### config.mk
export PLATFORM = sky130hd
export DESIGN_NAME = cam_reset_sequencer
export DESIGN_NICKNAME = d
export VERILOG_FILES = /design/src/rtl/cam_pkg.sv /design/src/rtl/seq_timer.sv /design/src/rtl/cam_reset_sequencer.sv
export SDC_FILE = /design/constraint.sdc
export NUM_CORES = 1
export LEC_CHECK = 0
export ABC_AREA = 1
export ABC_CLOCK_PERIOD_IN_PS = 3940
export CORE_ASPECT_RATIO = 0.9
export CORE_MARGIN = 2
export CORE_UTILIZATION = 30
export CTS_BUF_LIST = sky130_fd_sc_hd__clkbuf_8
export CTS_CLUSTER_SIZE = 30
export DETAILED_ROUTE_END_ITERATION = 16
export PLACE_DENSITY = 0.5
export SETUP_SLACK_MARGIN = 0.4
export SLEW_MARGIN = 20
export SYNTH_ARGS = -nofsm -noshare
export SYNTH_HDL_FRONTEND = slang
export SYNTH_SLANG_ARGS = --single-unit
export TNS_END_PERCENT = 5
### constraint.sdc
create_clock -name pixclk -period 3.94 [get_ports pixclk]
set_input_delay 0.591 -clock pixclk [delete_from_list [all_inputs] [get_ports pixclk]]
set_output_delay 0.591 -clock pixclk [all_outputs]
set_load 0.03 [all_outputs]
### src/rtl/cam_pkg.sv
// Shared definitions for the camera power-up / reset sequencer.
package cam_pkg;

    // Sequencer states; encodings are visible on the debug probe.
    typedef enum logic [2:0] {
        S_PWDN = 3'd0,
        S_RST  = 3'd1,
        S_BOOT = 3'd2,
        S_CFG  = 3'd3,
        S_CFGW = 3'd4,
        S_SYNC = 3'd5,
        S_RUN  = 3'd6,
        S_FAIL = 3'd7
    } cam_state_t;

    // Default timings for OV-class sensors at a 24 MHz-class pixclk.
    localparam int DEF_T_PWDN      = 65536;
    localparam int DEF_T_RST       = 32768;
    localparam int DEF_T_BOOT      = 131072;
    localparam int DEF_T_CFG_TO    = 4194304;
    localparam int DEF_FRAMES_SKIP = 2;
    localparam int DEF_MAX_RETRY   = 3;

    localparam int RETRY_W = 2;

    // Registered pin/status levels, decoded from the state.
    typedef struct packed {
        logic pwdn;
        logic rst_n;
        logic start;
        logic temp_reset;
        logic ready;
        logic fail;
    } cam_pins_t;

    function automatic int max_int(input int a, input int b);
        return (a > b) ? a : b;
    endfunction

    // Moore output decode: pin levels belong to the state alone.
    function automatic cam_pins_t state_pins(input cam_state_t s);
        cam_pins_t p;
        p = '{pwdn: 1'b0, rst_n: 1'b1, start: 1'b0, temp_reset: 1'b1, ready: 1'b0, fail: 1'b0};
        case (s)
            S_PWDN: begin p.pwdn = 1'b1; p.rst_n = 1'b0; end
            S_RST:  p.rst_n = 1'b0;
            S_CFG:  p.start = 1'b1;
            S_RUN:  begin p.temp_reset = 1'b0; p.ready = 1'b1; end
            S_FAIL: begin p.pwdn = 1'b1; p.rst_n = 1'b0; p.fail = 1'b1; end
            default: ;
        endcase
        return p;
    endfunction

endpackage

### src/rtl/seq_timer.sv
// Loadable down-counter; expired is high while the count sits at zero.
module seq_timer #(
    parameter int           W       = 8,
    parameter logic [W-1:0] RST_VAL = '0
) (
    input  logic         clk,
    input  logic         rst_n,
    input  logic         load,
    input  logic [W-1:0] load_val,
    output logic         expired
);

    logic [W-1:0] cnt;

    // Load takes precedence; otherwise count down and hold at zero.
    always_ff @(posedge clk or negedge rst_n) begin
        if (!rst_n)
            cnt <= RST_VAL;
        else if (load)
            cnt <= load_val;
        else if (cnt != '0)
            cnt <= cnt - 1'b1;
    end

    assign expired = (cnt == '0);

endmodule

### src/rtl/cam_reset_sequencer.sv
// Camera power-up sequencer: PWDN/RESET pins, config launch with retries,
// and frame-aligned release of the pixel pipeline reset.
import cam_pkg::*;

module cam_reset_sequencer #(
    parameter int T_PWDN      = DEF_T_PWDN,
    parameter int T_RST       = DEF_T_RST,
    parameter int T_BOOT      = DEF_T_BOOT,
    parameter int T_CFG_TO    = DEF_T_CFG_TO,
    parameter int FRAMES_SKIP = DEF_FRAMES_SKIP,
    parameter int MAX_RETRY   = DEF_MAX_RETRY
) (
    input  logic               pixclk,
    input  logic               rst_n,
    input  logic               restart,
    input  logic               cfg_done,
    input  logic               cfg_err,
    input  logic               cam_vsync,
    output logic               cam_pwdn,
    output logic               cam_rst_n,
    output logic               cfg_start,
    output logic               temp_reset,
    output logic               ready,
    output logic               cfg_fail,
    output logic [2:0]         state_o,
    output logic [RETRY_W-1:0] retry_cnt
);

    localparam int T_MAX = max_int(max_int(T_PWDN, T_RST), max_int(T_BOOT, T_CFG_TO));
    localparam int TW    = $clog2(T_MAX) + 1;
    localparam int EW    = $clog2(FRAMES_SKIP + 2);

    // Timer counts down to zero, so a state lasting T cycles loads T-1.
    localparam logic [TW-1:0]      LD_PWDN = TW'(T_PWDN - 1);
    localparam logic [TW-1:0]      LD_RST  = TW'(T_RST - 1);
    localparam logic [TW-1:0]      LD_BOOT = TW'(T_BOOT - 1);
    localparam logic [TW-1:0]      LD_CFGW = TW'(T_CFG_TO - 1);
    localparam logic [EW-1:0]      SKIP_L  = EW'(FRAMES_SKIP);
    localparam logic [RETRY_W-1:0] MAXR_L  = RETRY_W'(MAX_RETRY);

    cam_state_t         state, state_nxt;
    cam_pins_t          pins_q, pins_nxt;
    logic [RETRY_W-1:0] retry_nxt;
    logic [EW-1:0]      edge_cnt, edge_cnt_nxt;
    logic               vsync_q, vs_rise;
    logic               tmr_load, tmr_exp;
    logic [TW-1:0]      tmr_val;

    seq_timer #(.W(TW), .RST_VAL(LD_PWDN)) u_timer (
        .clk      (pixclk),
        .rst_n    (rst_n),
        .load     (tmr_load),
        .load_val (tmr_val),
        .expired  (tmr_exp)
    );

    // Previous vsync for rising-edge detection.
    always_ff @(posedge pixclk or negedge rst_n) begin
        if (!rst_n) vsync_q <= 1'b0;
        else        vsync_q <= cam_vsync;
    end

    // State, counters and registered outputs.
    always_ff @(posedge pixclk or negedge rst_n) begin
        if (!rst_n) begin
            state     <= S_PWDN;
            pins_q    <= state_pins(S_PWDN);
            retry_cnt <= '0;
            edge_cnt  <= '0;
        end else begin
            state     <= state_nxt;
            pins_q    <= pins_nxt;
            retry_cnt <= retry_nxt;
            edge_cnt  <= edge_cnt_nxt;
        end
    end

    // Next-state decision; restart overrides everything, error beats done.
    always_comb begin
        state_nxt    = state;
        retry_nxt    = retry_cnt;
        edge_cnt_nxt = edge_cnt;
        vs_rise      = cam_vsync & ~vsync_q;
        case (state)
            S_PWDN: if (tmr_exp) state_nxt = S_RST;
            S_RST:  if (tmr_exp) state_nxt = S_BOOT;
            S_BOOT: if (tmr_exp) state_nxt = S_CFG;
            S_CFG:  state_nxt = S_CFGW;
            S_CFGW: begin
                if (cfg_err || (tmr_exp && !cfg_done)) begin
                    if (retry_cnt < MAXR_L) begin
                        retry_nxt = retry_cnt + 1'b1;
                        state_nxt = S_PWDN;
                    end else begin
                        state_nxt = S_FAIL;
                    end
                end else if (cfg_done) begin
                    state_nxt    = S_SYNC;
                    edge_cnt_nxt = '0;
                end
            end
            S_SYNC: begin
                if (vs_rise) begin
                    if (edge_cnt == SKIP_L) state_nxt    = S_RUN;
                    else                    edge_cnt_nxt = edge_cnt + 1'b1;
                end
            end
            default: ;
        endcase
        if (restart) begin
            state_nxt = S_PWDN;
            retry_nxt = '0;
        end
        tmr_load = restart || (state_nxt != state);
        case (state_nxt)
            S_PWDN:  tmr_val = LD_PWDN;
            S_RST:   tmr_val = LD_RST;
            S_BOOT:  tmr_val = LD_BOOT;
            S_CFGW:  tmr_val = LD_CFGW;
            default: tmr_val = '0;
        endcase
        pins_nxt = state_pins(state_nxt);
    end

    assign cam_pwdn   = pins_q.pwdn;
    assign cam_rst_n  = pins_q.rst_n;
    assign cfg_start  = pins_q.start;
    assign temp_reset = pins_q.temp_reset;
    assign ready      = pins_q.ready;
    assign cfg_fail   = pins_q.fail;
    assign state_o    = state;

endmodule

==> results of run 1 <==
[per-layer routing]
layer | up-vias | wire length [um]
met2 | 19 | 2130
met5 | - | 0
met3 | 2 | 129
met1 | 834 | 2540
met4 | 0 | 48
li1 | 955 | -
[placed cells by master, fill, tap and decap left out]
cell type,count
a211oi_1,1
a21oi_4,1
nand2_4,4
inv_1,39
clkdlybuf4s50_1,15
ha_1,3
bufinv_16,1
clkinvlp_4,1
o21ai_1,1
nand2_1,59
xor2_1,6
o21bai_1,1
a21boi_0,1
nor4_1,4
inv_2,3
buf_2,1
nor2_1,30
nand3_2,3
a21oi_1,21
and2_1,2
nor2_2,9
a21oi_2,4
dfrtp_1,19
nand3_1,17
o31ai_1,1
xnor2_1,6
nand2_2,4
clkinv_4,1
nor3_1,8
dfstp_2,18
nand4_1,3
o21ai_0,13
nor2_4,3
clkbuf_8,5
[per-stage QoR]
| stage | util | hold slack [ns] | total power, mW | cells | area, um2 |
|---|---|---|---|---|---|
| finish | 0.350 | 0.402 | 0.829 | 404 | 2600 |
| detailed placement | 0.335 | 0.484 | 0.498 | 396 | 2490 |
| global route | 0.350 | 0.450 | 0.872 | 404 | 2600 |
| CTS | 0.350 | 0.418 | 0.847 | 404 | 2600 |
| floorplan | - | 0.295 | 0.475 | 289 | 2270 |
| global placement | 0.335 | 0.478 | 0.497 | 396 | 2490 |
[worst paths after layout]
kind,end,slack (ns)
max in group asynchronous,edge_cnt[1],3.01
worst max register to register,u_timer.cnt[1],1.21
worst max-delay path,u_timer.cnt[1],1.21
worst min-delay path,u_timer.cnt[22],0.40
worst min register to register,u_timer.cnt[1],0.49
min in group pixclk,u_timer.cnt[1],0.49
[cell families (layout without fill, tap and decap cells)]
logic type	Yosys count	count (layout)
flip-flops	37	37
AO/OA/AOI/OAI	44	44
adder cells (fa/ha/maj)	3	3
XOR/XNOR	12	12
AND/OR/NAND/NOR	146	146
buffers and inverters	47	66
[power by group through the flow]
stage,clock network [mW],registers (mW),logic (mW)
2_1_floorplan,0,0.424,0.0507
3_3_place_gp,0,0.429,0.0686
3_5_place_dp,0,0.428,0.0694
4_1_cts,0.355,0.422,0.0697
5_1_grt,0.367,0.425,0.0797
6_report,0.339,0.422,0.0683
[layout make-up]
type,count,area (um2),share of cell area
Tap cell,96,120,0.0462
Timing Repair Buffer,16,155,0.0596
Inverter,42,158,0.0606
Clock buffer,5,68.8,0.0265
Multi-Input combinational cell,205,1100,0.425
Sequential cell,37,948,0.365
Clock inverter,3,46.3,0.0178
[critical path: stages (launching register included)]
cell and delay (ns):
dfstp_2 0.57, inv_1 0.07, ha_1 0.24, nand2_2 0.12, nor2_4 0.07, nand3_2 0.15
inv_1 0.08, a21oi_1 0.17, nand2_1 0.10, nand3_1 0.08, nand2_1 0.11, inv_2 0.09
nand2_4 0.08, nor2_4 0.48, inv_1 0.12, nand2_1 0.10, nand2_1 0.05
[flip-flops by register name, indices dropped and copies added (netlist names)]
register	flops
edge_cnt	2
cfg_start	1
retry_cnt	2
cfg_fail	1
temp_reset	1
u_timer.cnt	23
cam_rst_n	1
vsync_q	1
cam_pwdn	1
ready	1
state_o	3
==> impl_metrics.ini, run 1 <==
[run_status]
status = finished, final reports clean

[sta]
layout_setup_ws_ns = 1.21
grt_setup_unrepaired = no
worst_pin_slew_ns = 0.838
final.min_clock_period_ns = 2.73
finalCritPeriodShare = 0.694
totalNegativeSetupSlack_ns = 0
slew_violations = 0
timing.fmax_mhz = 366
setup_viol = 0
max-slew-margin-rel = 0.441
fin_skew_ns = 0.0104
hold_viol_final = 0

[route]
dr_total_vias = 1810
avgViaCountPerCell = 4.48
ant_nets = 0
drt_iter0_markers = 118
dr.pass1.iters = 4
drc = 0
wl_um = 4840
routedWlPerCell_um = 12.0

[global_route]
antenna_found_initial = 0
met3_usage = 0.0252
grt_max_degree = 38
overflow = 0
grt_pass1_wl_um = 8260
grtUsageTotal = 0.129
grt_pass1_vias = 1755
grtUsageMet2 = 0.191
grt_busiest_layer = met2
grt_util_met1 = 0.183

[placement]
port_buffers = 16
post-place-ws_ns = 0.969
hpwl_um = 3370
gp_congestion = 0.788

[worst_setup_path]
cp.arrival_ns = 2.96
worstPathRequired_ns = 4.17
start_kind = flop
crit_start = u_timer.cnt[0]
end_kind = flop
r2r-start = u_timer.cnt[0]
critPathMaxFanout = 22
worstRegToRegCells = 16
path_class = reg -> reg

[synthesis]
seq_area_frac_synth = 0.418
synthAdderAreaFrac = 0.0166
synth_area_leader_cell = dfrtp_1
yosysUniqueCellTypes = 29
synthCells = 289
synth-compound-area-share = 0.113
netlist_top_cells_area = dfrtp_1 21%, dfstp_2 21%, nand2_1 9.8%
yosys.area_share.simple = 0.311
ys.warnings.count = 0
synth.area.mux_share = 0
synth_xor_area_frac = 0.0464
yosysMostFrequentCell = nand2_1
async_reset_ff_frac = 1.00
synth_common_cells = 59 x nand2_1, 39 x inv_1, 30 x nor2_1
synth_area_um2 = 2270
synth-main-ff-cell = dfrtp_1
synth-edff-count = 0
synth_fp_nets = 298
yosysTopAreaCellShare = 0.210
synth_top_family_by_area = simple AND/OR/NAND/NOR gates
ys_seq_elements = 37
avgSynthCellArea_um2 = 7.84

[worst_hold_path]
hold_class = in -> async

[clock_network]
cts.sinks = 37
tritoncts = yes
cts_buffer_depth = 2
cts_hold_buffers = 0
cts_made_buffers = 5
post_cts_buffers = 0
clkLatencyLatePin_ns = 0.30
cts_resized = 0
htree_levels = 2
cts.clk_slew.worst_paths_ns = 0.09
cts_root_buf = clkbuf_8

[power]
switching_share = 0.252
p_per_area_nw_per_um2 = 319
p_int_uw = 621
p_sw_uw = 209
p_leak_nw = 1.17
pwr-share-seq = 0.509
pwr-share-clk = 0.408
p_comb_frac = 0.082
vdd_ir_drop_max_uv = 130

[die]
die_height_um = 86.5
ios = 17
initial_core_util = 0.305
die_area_um2 = 8270
core_area_um2 = 7430
rows = 30
die_w_um = 95.6

[final_layout]
drive_gt1_frac = 0.188
nets = 316
area_growth_pct = 14.7
diodes = 0
fillers = 800

[job]
max-cap-violations = 0
Power figures use the tool's default switching activity.
==> run 2: changes to the inputs <==
--- a/config.mk
+++ b/config.mk
@@ -6,14 +6,14 @@
 export NUM_CORES = 1
 export LEC_CHECK = 0
 export ABC_AREA = 1
-export ABC_CLOCK_PERIOD_IN_PS = 3940
+export ABC_CLOCK_PERIOD_IN_PS = 2500
 export CORE_ASPECT_RATIO = 0.9
 export CORE_MARGIN = 2
 export CORE_UTILIZATION = 30
 export CTS_BUF_LIST = sky130_fd_sc_hd__clkbuf_8
 export CTS_CLUSTER_SIZE = 30
 export DETAILED_ROUTE_END_ITERATION = 16
-export PLACE_DENSITY = 0.5
+export PLACE_DENSITY = 0.52
 export SETUP_SLACK_MARGIN = 0.4
 export SLEW_MARGIN = 20
 export SYNTH_ARGS = -nofsm -noshare
==> constraint.sdc (replaced) <==
create_clock -name pixclk -period 2.5 [get_ports pixclk]
set_input_delay 0.375 -clock pixclk [delete_from_list [all_inputs] [get_ports pixclk]]
set_output_delay 0.375 -clock pixclk [all_outputs]
set_load 0.03 [all_outputs]
==> impl_metrics.ini, run 2 (synthesis results as in run 1) <==
[final_layout]
drive_gt1_frac = 0.291
diodes = 0
regMostFlops = u_timer.cnt
area_growth_pct = 29.2
fin_cells = 419
final_common_cell = nand2_1
final_cell_mix = 53 x nand2_1, 36 x inv_1, 29 x nor2_1, 19 x a21oi_1
nets = 331
largest_reg_flops = 23

[route]
avgViaCountPerCell = 4.58
wl_um = 5190
ant_nets = 0
drt_iter0_markers = 111
routedWlPerCell_um = 12.4
dr_total_vias = 1917
drc = 0
dr.pass1.iters = 4

[global_route]
grt_util_met1 = 0.200
grtUsageMet2 = 0.206
met3_usage = 0.0287
grt_busiest_layer = met2
grtUsageTotal = 0.139
antenna_found_initial = 0
grt_pass1_vias = 1800
grt_max_degree = 38
grt_pass1_wl_um = 8910
overflow = 0

[worst_setup_path]
slowest_delay_ns = 0.57
worstRegToRegCells = 15
worst_r2r_endpoint = u_timer.cnt[18]
end_kind = flop
r2r-start = u_timer.cnt[1]
critPathMaxFanout = 6
r2r_slack_ns = 0.28
cp.arrival_ns = 2.40
crit_chain = inv_2 > ha_4 > nand2_4 > nor2_4 > nand3_4 > inv_1 > a21oi_2 > nand2_1 > nand3_1 > nand2_2 > inv_2 > nand2_8 > nor2_4 > buf_4 > a21oi_1
start_kind = flop
path_class = reg -> reg
slowest_stage = dfstp_2
worstPathRequired_ns = 2.68

[clock_network]
cts_root_buf = clkbuf_8
htree_levels = 2
clkLatencyLatePin_ns = 0.30
cts.clk_slew.worst_paths_ns = 0.08
tritoncts = yes
cts_buffer_depth = 2
cts.sinks = 37
cts_made_buffers = 5
cts_hold_buffers = 0

[sta]
max-slew-margin-rel = 0.437
setup_viol = 0
totalNegativeSetupSlack_ns = 0
grt_setup_unrepaired = yes
hold_viol_final = 0
slew_violations = 0
worst_pin_slew_ns = 0.844
final.min_clock_period_ns = 2.22
finalCritPeriodShare = 0.887
fin_skew_ns = 0.00495
timing.fmax_mhz = 451

[power]
p_per_area_nw_per_um2 = 490
p_leak_nw = 1.30
vdd_ir_drop_max_uv = 193

[run_status]
status = finished, final reports clean

[die]
die_area_um2 = 8270
rows = 30
initial_core_util = 0.305
die_height_um = 86.5
core_area_um2 = 7430
ios = 17
die_w_um = 95.6

[placement]
hpwl_um = 3430
dpl.cell_count = 401
port_buffers = 16
gp_congestion = 0.810

[worst_hold_path]
hold_class = in -> async

[job]
max-cap-violations = 0
==> run 2: cell count changes in the layout (fill, tap and decap cells not counted), moves of 3 or more <==
cell / previous run / this run
buf_12: 0 / 4
buf_4: 0 / 9
inv_1: 39 / 36
nand2_1: 59 / 53
nand2_2: 4 / 8
nand3_1: 17 / 12
nand3_2: 3 / 6
nor2_4: 3 / 6
==> run 2: layout make-up <==
class / count / area, um2
sequential: 37 / 950
timing repair buffer: 30 / 314
multi-input combinational: 206 / 1250
fill: 755 / 4500
clock buffer: 5 / 68.8
inverter: 42 / 160
clock inverter: 3 / 65.1
tap: 96 / 120
==> run 2: power breakdown <==
part           total [mW]  internal (mW)  switching [mW]
combinational       0.136         0.0592          0.0772
sequential          0.664          0.638          0.0258
clock               0.634          0.397           0.238
==> run 2: worst max-delay path by stage <==
stage               startpoint         endpoint  slack, ns  cells past startpoint
2_1_floorplan   u_timer.cnt[0]  u_timer.cnt[19]       0.41                     17
3_3_place_gp         cam_vsync   u_timer.cnt[7]       0.06                     15
3_5_place_dp         cam_vsync  u_timer.cnt[10]       0.01                     15
4_1_cts         u_timer.cnt[1]  u_timer.cnt[21]       0.26                     17
5_1_grt        u_timer.cnt[18]  u_timer.cnt[20]       0.13                     16
6_report        u_timer.cnt[1]  u_timer.cnt[18]       0.28                     15
==> run 2: what timing repair did <==
| item | in CTS | in global routing |
|---|---|---|
| cloned | 1 | 0 |
| resized for setup | 21 | 8 |
| pin swaps | 13 | 1 |
| buffers inserted | 8 | 1 |
| endpoints found under the hold margin | 0 | 0 |
| setup endpoints to repair | 24 | 27 |
==> run 2: through the flow <==
step                       util  hold WS [ns]  setup WS [ns]  power, mW  area (um2)
final                     0.394         0.180          0.284       1.43        2930
after global routing      0.394         0.255          0.126       1.50        2930
after CTS                 0.389         0.214          0.263       1.45        2890
after detailed placement  0.345         0.484         0.0120      0.793        2570
after global placement    0.345         0.475         0.0564      0.792        2570
after floorplan               -        0.0794          0.412      0.752        2280
==> run 2: layer usage <==
layer | vias to the layer above | wire (um) | share of wire
met5 | - | 0 | 0
met4 | 0 | 79 | 0.015
met3 | 7 | 138 | 0.027
met2 | 28 | 2360 | 0.46
met1 | 898 | 2610 | 0.50
li1 | 984 | - | -
==> run 2: critical path, delay by kind of cell, from the launching register on <==
family / cells / cell delay [ns]
simple gates: 8 / 0.72
flops: 1 / 0.57
buf+inv: 4 / 0.41
compound gates: 2 / 0.22
fa+ha+maj: 1 / 0.17
